===== config.mk =====
export PLATFORM = sky130hd
export DESIGN_NAME = video_sync_gen
export DESIGN_NICKNAME = d
export VERILOG_FILES = /design/src/rtl/video_sync_gen.sv
export SDC_FILE = /design/constraint.sdc
export NUM_CORES = 1
export LEC_CHECK = 0
export ABC_AREA = 1
export BUFFER_PORTS_ARGS = -buffer_cell sky130_fd_sc_hd__buf_2
export CAP_MARGIN = 40
export CORE_ASPECT_RATIO = 1.2
export CORE_UTILIZATION = 40
export DETAILED_ROUTE_END_ITERATION = 8
export SLEW_MARGIN = 10
export SYNTH_ARGS = -nofsm -noshare
export SYNTH_HDL_FRONTEND = slang
export SYNTH_SLANG_ARGS = --single-unit

===== constraint.sdc =====
create_clock -name i_clk -period 1.52 [get_ports i_clk]
set_input_delay 0.304 -clock i_clk [delete_from_list [all_inputs] [get_ports i_clk]]
set_output_delay 0.304 -clock i_clk [all_outputs]
set_load 0.03 [all_outputs]

===== src/rtl/video_sync_gen.sv =====
// Raster timing generator: free-running pixel/line counters with a registered
// decode of sync, data-enable and active-area coordinates, one pixel per clock.
module video_sync_gen #(
  parameter int   H_ACTIVE = 1366,
  parameter int   H_FP     = 70,
  parameter int   H_SYNC   = 143,
  parameter int   H_BP     = 213,
  parameter int   V_ACTIVE = 768,
  parameter int   V_FP     = 3,
  parameter int   V_SYNC   = 3,
  parameter int   V_BP     = 24,
  parameter logic H_POL    = 1'b1,
  parameter logic V_POL    = 1'b1
) (
  input  logic        i_clk,
  input  logic        i_nrst,
  input  logic        i_en,
  output logic        o_hsync,
  output logic        o_vsync,
  output logic        o_de,
  output logic [10:0] o_x,
  output logic [9:0]  o_y,
  output logic        o_frame_start
);

  localparam int H_TOTAL = H_ACTIVE + H_FP + H_SYNC + H_BP;
  localparam int V_TOTAL = V_ACTIVE + V_FP + V_SYNC + V_BP;

  if (H_TOTAL > 2048 || V_TOTAL > 1024 ||
      H_ACTIVE == 0 || H_FP == 0 || H_SYNC == 0 || H_BP == 0 ||
      V_ACTIVE == 0 || V_FP == 0 || V_SYNC == 0 || V_BP == 0) begin : g_param_check
    $fatal(1, "video_sync_gen: illegal timing parameters");
  end

  // Boundaries fit the counter widths once the totals pass the check above.
  localparam logic [10:0] H_LAST   = 11'(H_TOTAL - 1);
  localparam logic [10:0] H_ACT_W  = 11'(H_ACTIVE);
  localparam logic [10:0] HS_BEG_W = 11'(H_ACTIVE + H_FP);
  localparam logic [10:0] HS_END_W = 11'(H_ACTIVE + H_FP + H_SYNC);
  localparam logic [9:0]  V_LAST   = 10'(V_TOTAL - 1);
  localparam logic [9:0]  V_ACT_W  = 10'(V_ACTIVE);
  localparam logic [9:0]  VS_BEG_W = 10'(V_ACTIVE + V_FP);
  localparam logic [9:0]  VS_END_W = 10'(V_ACTIVE + V_FP + V_SYNC);

  logic [10:0] hc_r;
  logic [9:0]  vc_r;
  logic [10:0] hc_next_s;
  logic [9:0]  vc_next_s;
  logic        hc_wrap_s;
  logic        vc_wrap_s;

  logic        hsync_s;
  logic        vsync_s;
  logic        de_s;
  logic [10:0] x_s;
  logic [9:0]  y_s;
  logic        frame_start_s;

  logic        hsync_r;
  logic        vsync_r;
  logic        de_r;
  logic [10:0] x_r;
  logic [9:0]  y_r;
  logic        frame_start_r;

  // Next counter values; the line counter only moves when the pixel counter wraps.
  always_comb begin
    hc_wrap_s = (hc_r == H_LAST);
    vc_wrap_s = (vc_r == V_LAST);
    if (hc_wrap_s) begin
      hc_next_s = 11'd0;
    end else begin
      hc_next_s = hc_r + 11'd1;
    end
    if (!hc_wrap_s) begin
      vc_next_s = vc_r;
    end else if (vc_wrap_s) begin
      vc_next_s = 10'd0;
    end else begin
      vc_next_s = vc_r + 10'd1;
    end
  end

  // Output decode from the current (pre-update) counters; disabled means idle levels.
  always_comb begin
    hsync_s       = ~H_POL;
    vsync_s       = ~V_POL;
    de_s          = 1'b0;
    x_s           = 11'd0;
    y_s           = 10'd0;
    frame_start_s = 1'b0;
    if (i_en) begin
      de_s          = (hc_r < H_ACT_W) && (vc_r < V_ACT_W);
      hsync_s       = ((hc_r >= HS_BEG_W) && (hc_r < HS_END_W)) ? H_POL : ~H_POL;
      vsync_s       = ((vc_r >= VS_BEG_W) && (vc_r < VS_END_W)) ? V_POL : ~V_POL;
      x_s           = de_s ? hc_r : 11'd0;
      y_s           = de_s ? vc_r : 10'd0;
      frame_start_s = (hc_r == 11'd0) && (vc_r == 10'd0);
    end else begin
      frame_start_s = 1'b0;
    end
  end

  // Counter state: disabling parks the raster at (0,0) so re-enable starts a fresh frame.
  always_ff @(posedge i_clk or negedge i_nrst) begin
    if (!i_nrst) begin
      hc_r <= 11'd0;
      vc_r <= 10'd0;
    end else if (i_en) begin
      hc_r <= hc_next_s;
      vc_r <= vc_next_s;
    end else begin
      hc_r <= 11'd0;
      vc_r <= 10'd0;
    end
  end

  // Output registers, one clock behind the counters and mutually aligned.
  always_ff @(posedge i_clk or negedge i_nrst) begin
    if (!i_nrst) begin
      hsync_r       <= ~H_POL;
      vsync_r       <= ~V_POL;
      de_r          <= 1'b0;
      x_r           <= 11'd0;
      y_r           <= 10'd0;
      frame_start_r <= 1'b0;
    end else begin
      hsync_r       <= hsync_s;
      vsync_r       <= vsync_s;
      de_r          <= de_s;
      x_r           <= x_s;
      y_r           <= y_s;
      frame_start_r <= frame_start_s;
    end
  end

  assign o_hsync       = hsync_r;
  assign o_vsync       = vsync_r;
  assign o_de          = de_r;
  assign o_x           = x_r;
  assign o_y           = y_r;
  assign o_frame_start = frame_start_r;

endmodule


==> flow_metrics.py, run 1 <==
metrics = {
    "run_status": {
        "outcome": "complete, no violations",
    },
    "sta": {
        "tightest_slew_ps": 326,
        "setup_tns_ps": 0,
        "max-slew-margin-rel_pct": 78.3,
        "period_minus_slack_ps": 1410,
        "fmax_mhz": 710,
        "drv_slew": 0,
        "fin_skew_ps": 11.7,
        "holdWs_ps": 401,
        "rsz0062_at_grt": "true",
        "hold_viol": 0,
        "finalSetupViolCount": 0,
        "timing.final.crit_share_pct": 92.6,
        "setup_ws_ps": 112,
    },
    "clock_network": {
        "cts_tree": "yes",
        "clock-root-buffer": "clkbuf_8",
        "cts_buffers": 5,
        "cts_sinks": 46,
        "clk_latency_ps": 300,
        "cts_buffer_depth": 2,
        "clkTransAtPathRegs_ps": 80,
        "cts_max_level": 2,
    },
    "placement": {
        "dpl_cell_area_mm2": 0.00245,
        "place.gp.congestion": 0.872,
        "post-place-cells": 360,
        "pre_cts_slack_ps": 35.6,
        "port_buffers": 27,
        "hpwl_mm": 3.45,
    },
    "global_routing": {
        "grt_pass1_wl_mm": 8.14,
        "track_usage_pct": 17.7,
        "grt_max_degree": 47,
        "antenna_found_initial": 0,
        "globalRouteOverflowTotal": 0,
        "first_global_vias": 1758,
    },
    "logic_synthesis": {
        "syn_nets": 278,
        "synth_xor_xnor_area_share_pct": 1.59,
        "ys_async_sr_fraction_pct": 100,
        "synth_fa_ha_area_share_pct": 2.83,
        "synth-edff-count": 0,
        "synth_top_area_share_pct": 52.1,
        "synth-compound-area-share_pct": 3.91,
        "avgSynthCellArea_um2": 8.18,
        "synth_warnings": 0,
        "yosysMostFrequentCell": "nand2_1",
        "synth_cell_types": 26,
        "muxShareOfSynthArea_pct": 0,
        "netlist_area_mm2": 0.00221,
        "synthTopCellsByCount": "nand2_1 (59), nor2_1 (49), dfrtp_1 (46)",
        "synthTopCellsByArea": "dfrtp_1 (52%), nand2_1 (10%), nor2_1 (8.3%), inv_1 (6.3%), nand3_1 (4.3%)",
        "synth-seq-cells": 46,
        "synth_top_cell_by_area": "dfrtp_1",
        "synth_cells": 270,
        "ys_seq_area_share_pct": 52.1,
        "synthSimpleGateAreaFrac_pct": 30.3,
        "synthFlopType": "dfrtp_1",
        "synth_top_family_by_area": "simple AND/OR/NAND/NOR gates",
    },
    "drt": {
        "wl_mm": 4.72,
        "drc_errors": 0,
        "ant_nets": 0,
        "vias_per_cell": 4.88,
        "first_iter_violations": 171,
        "dr.pass1.iters": 4,
        "routedWlPerCell_um": 12.7,
        "vias": 1810,
    },
    "setup_path": {
        "worst-endpoint-required_ps": 1710,
        "cp_top_family": "simple AND/OR/NAND/NOR gates",
        "startpoint": "hc_r[1]",
        "worstSetupPathType": "register to register",
        "cp.depth": 8,
        "timing.rr.end": "vc_r[6]",
        "arrival_ps": 1590,
        "cp_common_cell": "nand2_1",
        "critPathBufInv": 1,
        "r2r_slack_ps": 110,
        "path_max_fanout": 12,
        "cp_cell_sequence": "ha_1 -> nand2_1 -> nor2_2 -> nand3_2 -> nand2_4 -> inv_8 -> nand2_1 -> o21ai_2",
        "rr_worst_depth": 8,
        "critical_path.startpoint_type": "register",
        "worst_setup_path_end_kind": "register",
        "slowest_stage": "dfrtp_1",
        "r2r-start": "hc_r[1]",
        "endpoint": "vc_r[6]",
        "worst_path_largest_cell_delay_ps": 410,
    },
    "final_layout": {
        "final_cells": 371,
        "stdcell_area_mm2": 0.00260,
        "final_net_count": 316,
        "drive_above_1_share_pct": 20.1,
        "areaGrowthSynthToFinish_pct": 17.9,
        "antenna_cells": 0,
    },
    "power": {
        "irDropWorstVdd_uv": 393,
        "power_density_mw_per_mm2": 878,
        "leakagePower_uw": 0.00142,
    },
    "floorplanning": {
        "ios": 28,
        "rows": 29,
        "core_mm2": 0.00530,
        "initial_core_util_pct": 41.7,
        "dieArea_mm2": 0.00582,
        "die_w_um": 69.8,
        "die_height_um": 83.4,
    },
    "flow_run": {
        "maxCapViolations": 0,
    },
    "worst_hold_path": {
        "hp-start": "i_en",
        "hp-class": "input pin to register",
    },
}
final cells by class:
class / count / area [µm²]
timing repair buffer: 39 / 244
inverter: 39 / 154
clock buffer: 6 / 72.6
fill: 536 / 2690
clock inverter: 2 / 37.5
tap: 62 / 77.6
multi-input combinational: 177 / 866
sequential: 46 / 1150
per-layer routing:
layer	vias to the layer above	track usage (%)	share of wire, %
met5	-	0	0
met4	0	9.45	3.6
met3	13	3.03	3.2
met2	47	29.3	51
met1	836	21.7	42
li1	914	-	-
worst reg2reg max path, stage by stage (launching register included):
cell and delay (ps):
dfrtp_1 410, ha_1 190, nand2_1 100, nor2_2 130
nand3_2 140, nand2_4 140, inv_8 60, nand2_1 70
o21ai_2 50
per-stage QoR:
stage,total power [µW],utilization (%)
finish,2290,49.1
detailed placement,1410,46.3
floorplan,1350,-
global placement,1410,46.3
CTS,2320,48.5
global route,2390,49.1
cell families after synthesis:
| kind of cell | count (synthesis) |
|---|---|
| AO/OA/AOI/OAI | 14 |
| AND/OR/NAND/NOR | 153 |
| buffers and inverters | 48 |
| flip-flops | 46 |
| adder cells (fa/ha/maj) | 5 |
| XOR/XNOR | 4 |
power by group:
part	total (µW)	switching (µW)	internal (µW)
clock network	898	408	491
registers	1250	8.63	1240
logic	143	98.4	44.2
placed cells by master, fill, tap and decap left out, drive strengths merged:
cell,n
dfrtp,46
clkbuf,6
a31oi,1
nand3,20
nor2,52
dlygate4sd3,1
ha,5
clkinvlp,1
nor3,8
nand4,8
o2111ai,1
xor2,4
nand3b,2
o21ai,8
bufinv,1
buf,38
inv,39
nand2,64
a21oi,4
registers in the layout (all words and copies together), names as in the netlist:
register	cells
hc_r	11
o_de	1
o_frame_start	1
o_hsync	1
o_vsync	1
o_x	11
o_y	10
vc_r	10
worst min path at each step:
stage | to | slack (ps) | cells after the start
6_report | o_hsync | 400 | 3
5_1_grt | o_hsync | 390 | 3
4_1_cts | o_hsync | 370 | 3
2_1_floorplan | hc_r[0] | 8 | 0
3_5_place_dp | o_x[5] | 300 | 2
3_3_place_gp | o_x[5] | 310 | 2
timing repair:
item                                    in CTS  in global routing
resized for setup                            0                  8
endpoints found under the setup margin       0                  9
hold buffers                                 1                  0
buffers inserted                             0                  1
endpoints found under the hold margin       46                  0
Note: power is estimated with default switching activity, not from simulation.
==> run 2: changes to the inputs <==
--- a/config.mk
+++ b/config.mk
@@ -8,7 +8,6 @@
 export ABC_AREA = 1
 export BUFFER_PORTS_ARGS = -buffer_cell sky130_fd_sc_hd__buf_2
 export CAP_MARGIN = 40
-export CORE_ASPECT_RATIO = 1.2
 export CORE_UTILIZATION = 40
 export DETAILED_ROUTE_END_ITERATION = 8
 export SLEW_MARGIN = 10
==> run 2 against run 1 <==
  * Critical path depth decreased by 1
  * Fmax shrank 2.7%
  * Via count fell by 4.5%
  * Power decreased by 8.8%
  * Register-to-register slack worse by 40 ps
  * Critical path type unchanged
  * Largest power group unchanged
  * Count of clock-buffer cells in the layout decreased by 1
  * Non-clock buffer count shrank 3
  * Clock skew down 1.4 ps
  * Setup slack worse by 40 ps
  * Wire length shrank 4.2%
==> flow_metrics.py, run 2 (synthesis gave the netlist of run 1 again) <==
metrics = {
    "drt": {
        "first_iter_violations": 126,
        "vias_per_cell": 4.61,
        "vias": 1729,
        "dr.pass1.iters": 4,
        "ant_nets": 0,
        "drc_errors": 0,
        "wl_mm": 4.52,
        "routedWlPerCell_um": 12.1,
    },
    "clock_network": {
        "cts_sinks": 46,
        "clkTransAtPathRegs_ps": 90,
        "clock-root-buffer": "clkbuf_8",
        "cts_max_level": 2,
        "clk_latency_ps": 300,
        "cts_buffer_depth": 2,
        "cts_tree": "yes",
        "cts_buffers": 5,
    },
    "power": {
        "switchingPower_uw": 491,
        "seq_power_share_pct": 59.7,
        "pwr-share-comb_pct": 7.2,
        "clkPwrFrac_pct": 33.2,
        "p_int_uw": 1590,
        "irDropWorstVdd_uv": 345,
        "p_sw_share_pct": 23.5,
        "power_density_mw_per_mm2": 813,
        "report.power.total_uw": 2080,
        "leakagePower_uw": 0.00140,
    },
    "placement": {
        "place.gp.congestion": 0.832,
        "dpl_cell_area_mm2": 0.00244,
        "port_buffers": 27,
        "hpwl_mm": 3.26,
    },
    "sta": {
        "fmax_mhz": 691,
        "fin_skew_ps": 10.4,
        "tightest_slew_ps": 309,
        "finalSetupViolCount": 0,
        "drv_slew": 0,
        "max-slew-margin-rel_pct": 79.4,
        "timing.final.crit_share_pct": 95.2,
        "period_minus_slack_ps": 1450,
        "hold_viol": 0,
    },
    "setup_path": {
        "timing.rr.end": "hc_r[7]",
        "path_max_fanout": 6,
        "endpoint": "hc_r[7]",
        "worstSetupPathType": "register to register",
        "r2r-start": "hc_r[0]",
        "worst-endpoint-required_ps": 1710,
        "arrival_ps": 1640,
        "startpoint": "hc_r[0]",
        "r2r_slack_ps": 70,
        "critical_path.startpoint_type": "register",
        "rr_worst_depth": 7,
        "worst_setup_path_end_kind": "register",
    },
    "final_layout": {
        "final_common_cell": "nand2_1",
        "areaGrowthSynthToFinish_pct": 16.0,
        "stdcell_area_mm2": 0.00256,
        "final_cell_mix": "nand2_1 (59), nor2_1 (48), dfrtp_1 (45)",
        "n_fill_cell": 521,
        "multi_input_area_um2": 862,
        "final_net_count": 313,
        "ff_latch_area_mm2": 0.00115,
        "antenna_cells": 0,
        "drive_above_1_share_pct": 19.0,
    },
    "floorplanning": {
        "rows": 26,
        "core_mm2": 0.00520,
        "ios": 28,
        "die_w_um": 76.3,
        "die_height_um": 76.3,
        "dieArea_mm2": 0.00582,
        "initial_core_util_pct": 42.4,
    },
    "global_routing": {
        "track_usage_pct": 17.2,
        "globalRouteOverflowTotal": 0,
        "grt_max_degree": 47,
        "grt_pass1_wl_mm": 7.87,
        "first_global_vias": 1647,
        "antenna_found_initial": 0,
    },
    "flow_run": {
        "maxCapViolations": 0,
    },
    "run_status": {
        "outcome": "complete, no violations",
    },
    "worst_hold_path": {
        "hp-class": "input pin to register",
    },
}
-- run 2: final cells by class --
cell class | count | share of cell area [%]
Timing Repair Buffer | 36 | 8.98
Tap cell | 70 | 3.42
Clock inverter | 2 | 0.391
Sequential cell | 46 | 45.0
Clock buffer | 5 | 2.69
Multi-Input combinational cell | 177 | 33.6
Inverter | 39 | 5.91
-- run 2: stage by stage --
stage / util, % / setup WS, ps / cells / TNS [ps] / hold WS (ps)
2_1_floorplan: - / 213 / 270 / 0 / 8.41
3_3_place_gp: 46.9 / 127 / 364 / 0 / 297
3_5_place_dp: 46.9 / 57.4 / 364 / 0 / 302
4_1_cts: 48.7 / 31.4 / 372 / 0 / 365
5_1_grt: 49.2 / -29.6 / 375 / -211 / 410
6_report: 49.2 / 72.6 / 375 / 0 / 398
-- run 2: layer usage --
layer	share of wire [%]	global-route usage, %
met1	53	24.9
met2	41	24.5
met3	4.6	4.19
met4	1.6	6.73
met5	0	0
-- run 2: how the worst min path moves through the flow --
stage           start  endpoint  slack, ps  cells past startpoint
6_report         i_en  hc_r[10]        400                      3
2_1_floorplan  i_nrst   hc_r[0]          8                      0
4_1_cts          i_en  hc_r[10]        370                      3
5_1_grt          i_en  hc_r[10]        410                      3
3_5_place_dp   i_nrst   hc_r[7]        300                      2
3_3_place_gp   i_nrst   hc_r[0]        300                      2
-- run 2: worst max-delay path, cell delays in order, from the launching register on --
cell	delay, ps
dfrtp_1	400
ha_1	200
nand2_1	120
nor2_2	130
nand3_2	130
nand2_4	140
buf_4	160
nor2_1	50
-- run 2: power by group through the flow --
stage | Combinational (µW) | Sequential, µW | Clock (µW)
6_report | 150 | 1240 | 691
5_1_grt | 168 | 1240 | 779
4_1_cts | 141 | 1240 | 721
3_5_place_dp | 139 | 1270 | 0
3_3_place_gp | 138 | 1270 | 0
2_1_floorplan | 63.5 | 1290 | 0
-- run 2: what timing repair did --
| item | in CTS | in global routing |
|---|---|---|
| setup endpoints to repair | 0 | 14 |
| setup buffers | 0 | 2 |
| endpoints found under the hold margin | 46 | 0 |
| resized for setup | 0 | 4 |
| hold buffers | 1 | 0 |
==> run 3: changes to the inputs <==
--- a/config.mk
+++ b/config.mk
@@ -8,9 +8,10 @@
 export ABC_AREA = 1
 export BUFFER_PORTS_ARGS = -buffer_cell sky130_fd_sc_hd__buf_2
 export CAP_MARGIN = 40
+export CORE_MARGIN = 10
 export CORE_UTILIZATION = 40
+export CTS_BUF_LIST = sky130_fd_sc_hd__clkbuf_16
 export DETAILED_ROUTE_END_ITERATION = 8
-export SLEW_MARGIN = 10
 export SYNTH_ARGS = -nofsm -noshare
 export SYNTH_HDL_FRONTEND = slang
 export SYNTH_SLANG_ARGS = --single-unit
==> run 3 against run 2 <==
  * Via count up 1.9%
  * Cell count is the same
  * Highest routed layer unchanged
  * Core utilization up 0.94 points
  * First-iteration DRC count is 9.5% higher
  * Setup slack better by 38 ps
  * Clock skew is 3.2 ps lower
  * Critical path type unchanged
  * Sequential power about the same
==> flow_metrics.py, run 3 (synthesis gave the netlist of run 1 again) <==
metrics = {
    "run_status": {
        "outcome": "complete, no violations",
    },
    "sta": {
        "finalSetupViolCount": 0,
        "max-slew-margin-rel_pct": 79.2,
        "drv_slew": 0,
        "setup_tns_ps": 0,
        "period_minus_slack_ps": 1410,
        "timing.final.crit_share_pct": 92.7,
        "fmax_mhz": 709,
        "setup_ws_ps": 110,
        "fin_skew_ps": 7.13,
        "holdWs_ps": 396,
        "tightest_slew_ps": 312,
        "hold_viol": 0,
    },
    "worst_hold_path": {
        "holdPathEnd": "hc_r[10]",
        "hp-class": "input pin to register",
        "hold_depth": 3,
        "hp-start": "i_en",
    },
    "power": {
        "irDropWorstVdd_uv": 404,
        "power_density_mw_per_mm2": 916,
        "p_int_uw": 1880,
        "leakagePower_uw": 0.00143,
        "switchingPower_uw": 526,
        "p_sw_share_pct": 21.9,
        "clkPwrFrac_pct": 42.0,
        "seq_power_share_pct": 51.8,
        "pwr-share-comb_pct": 6.2,
    },
    "setup_path": {
        "r2r-start": "hc_r[0]",
        "worst-endpoint-required_ps": 1690,
        "timing.rr.end": "hc_r[3]",
        "worst_setup_path_end_kind": "register",
        "startpoint": "hc_r[0]",
        "arrival_ps": 1580,
        "rr_worst_depth": 7,
        "critical_path.startpoint_type": "register",
        "worstSetupPathType": "register to register",
        "path_max_fanout": 5,
        "r2r_slack_ps": 110,
    },
    "drt": {
        "routedWlPerCell_um": 12.7,
        "vias": 1761,
        "ant_nets": 0,
        "first_iter_violations": 138,
        "vias_per_cell": 4.70,
        "wl_mm": 4.77,
        "drc_errors": 0,
        "dr.pass1.iters": 4,
    },
    "final_layout": {
        "final_core_util_pct": 50.2,
        "drive_above_1_share_pct": 19.3,
        "ff_latch_area_mm2": 0.00115,
        "areaGrowthSynthToFinish_pct": 19.0,
        "n_fill_cell": 518,
        "final_common_cell": "nand2_1",
        "final_cell_mix": "nand2_1 (58), nor2_1 (48), dfrtp_1 (46)",
        "final_net_count": 313,
        "multi_input_area_um2": 872,
        "antenna_cells": 0,
    },
    "placement": {
        "port_buffers": 27,
        "pre_cts_slack_ps": 56.6,
        "hpwl_mm": 3.58,
        "place.gp.congestion": 0.867,
    },
    "floorplanning": {
        "ios": 28,
        "core_mm2": 0.00524,
        "die_height_um": 94.3,
        "dieArea_mm2": 0.00889,
        "rows": 26,
        "initial_core_util_pct": 42.2,
        "die_w_um": 94.3,
    },
    "global_routing": {
        "track_usage_pct": 11.5,
        "grt_max_degree": 47,
        "antenna_found_initial": 0,
        "first_global_vias": 1711,
        "globalRouteOverflowTotal": 0,
        "grt_pass1_wl_mm": 8.30,
    },
    "clock_network": {
        "clock-root-buffer": "clkbuf_16",
        "cts_tree": "yes",
        "cts_sinks": 46,
        "clk_latency_ps": 280,
        "cts_buffers": 5,
        "cts_buffer_depth": 2,
        "clkTransAtPathRegs_ps": 60,
        "cts_max_level": 2,
    },
    "flow_run": {
        "maxCapViolations": 0,
    },
}
[run 3: critical path, stage by stage (launching register included)]
cell	delay, ps
dfrtp_1	390
ha_2	210
nand2_2	90
nor2_4	130
nand3_2	130
nand2_4	160
buf_4	150
nor2_1	50
[run 3: routing by layer]
layer | up-vias | global-route usage [%] | wire length, µm
met3 | 5 | 3.60 | 309
met2 | 40 | 16.4 | 2010
met1 | 809 | 16.2 | 2400
met5 | - | 0 | 0
met4 | 0 | 3.42 | 54
li1 | 907 | - | -
[run 3: layout make-up]
cell class              count  area share (%)
clock buffers               5            4.76
clock inverters             2           0.381
inverters                  39            5.76
multi-input cells         177            33.2
flip-flops and latches     46            43.8
well taps                  70            3.33
repair buffers             36            8.76
[run 3: what timing repair did]
item | in CTS | in global routing
gates resized for setup | 0 | 6
endpoints found under the hold margin | 22 | 0
hold buffers | 1 | 0
setup buffers | 0 | 2
setup endpoints to repair | 0 | 9
[run 3: how the worst max path moves through the flow]
stage	to	cells after the start
global route	vc_r[5]	8
detailed placement	hc_r[8]	8
finish	hc_r[3]	7
global placement	hc_r[8]	8
floorplan	vc_r[7]	9
CTS	hc_r[8]	8
[run 3: power by group through the flow]
stage	sequential (µW)	clock (µW)	combinational [µW]
floorplan	1290	0	63.5
global placement	1270	0	140
detailed placement	1270	0	140
CTS	1250	1050	143
global route	1250	1110	169
finish	1250	1010	149
[run 3: metrics by stage]
| stage | area, µm² | power [µW] | instances |
|---|---|---|---|
| finish | 2630 | 2410 | 375 |
| global route | 2630 | 2530 | 375 |
| CTS | 2590 | 2440 | 372 |
| detailed placement | 2440 | 1410 | 364 |
| global placement | 2440 | 1410 | 364 |
| floorplan | 2210 | 1350 | 270 |
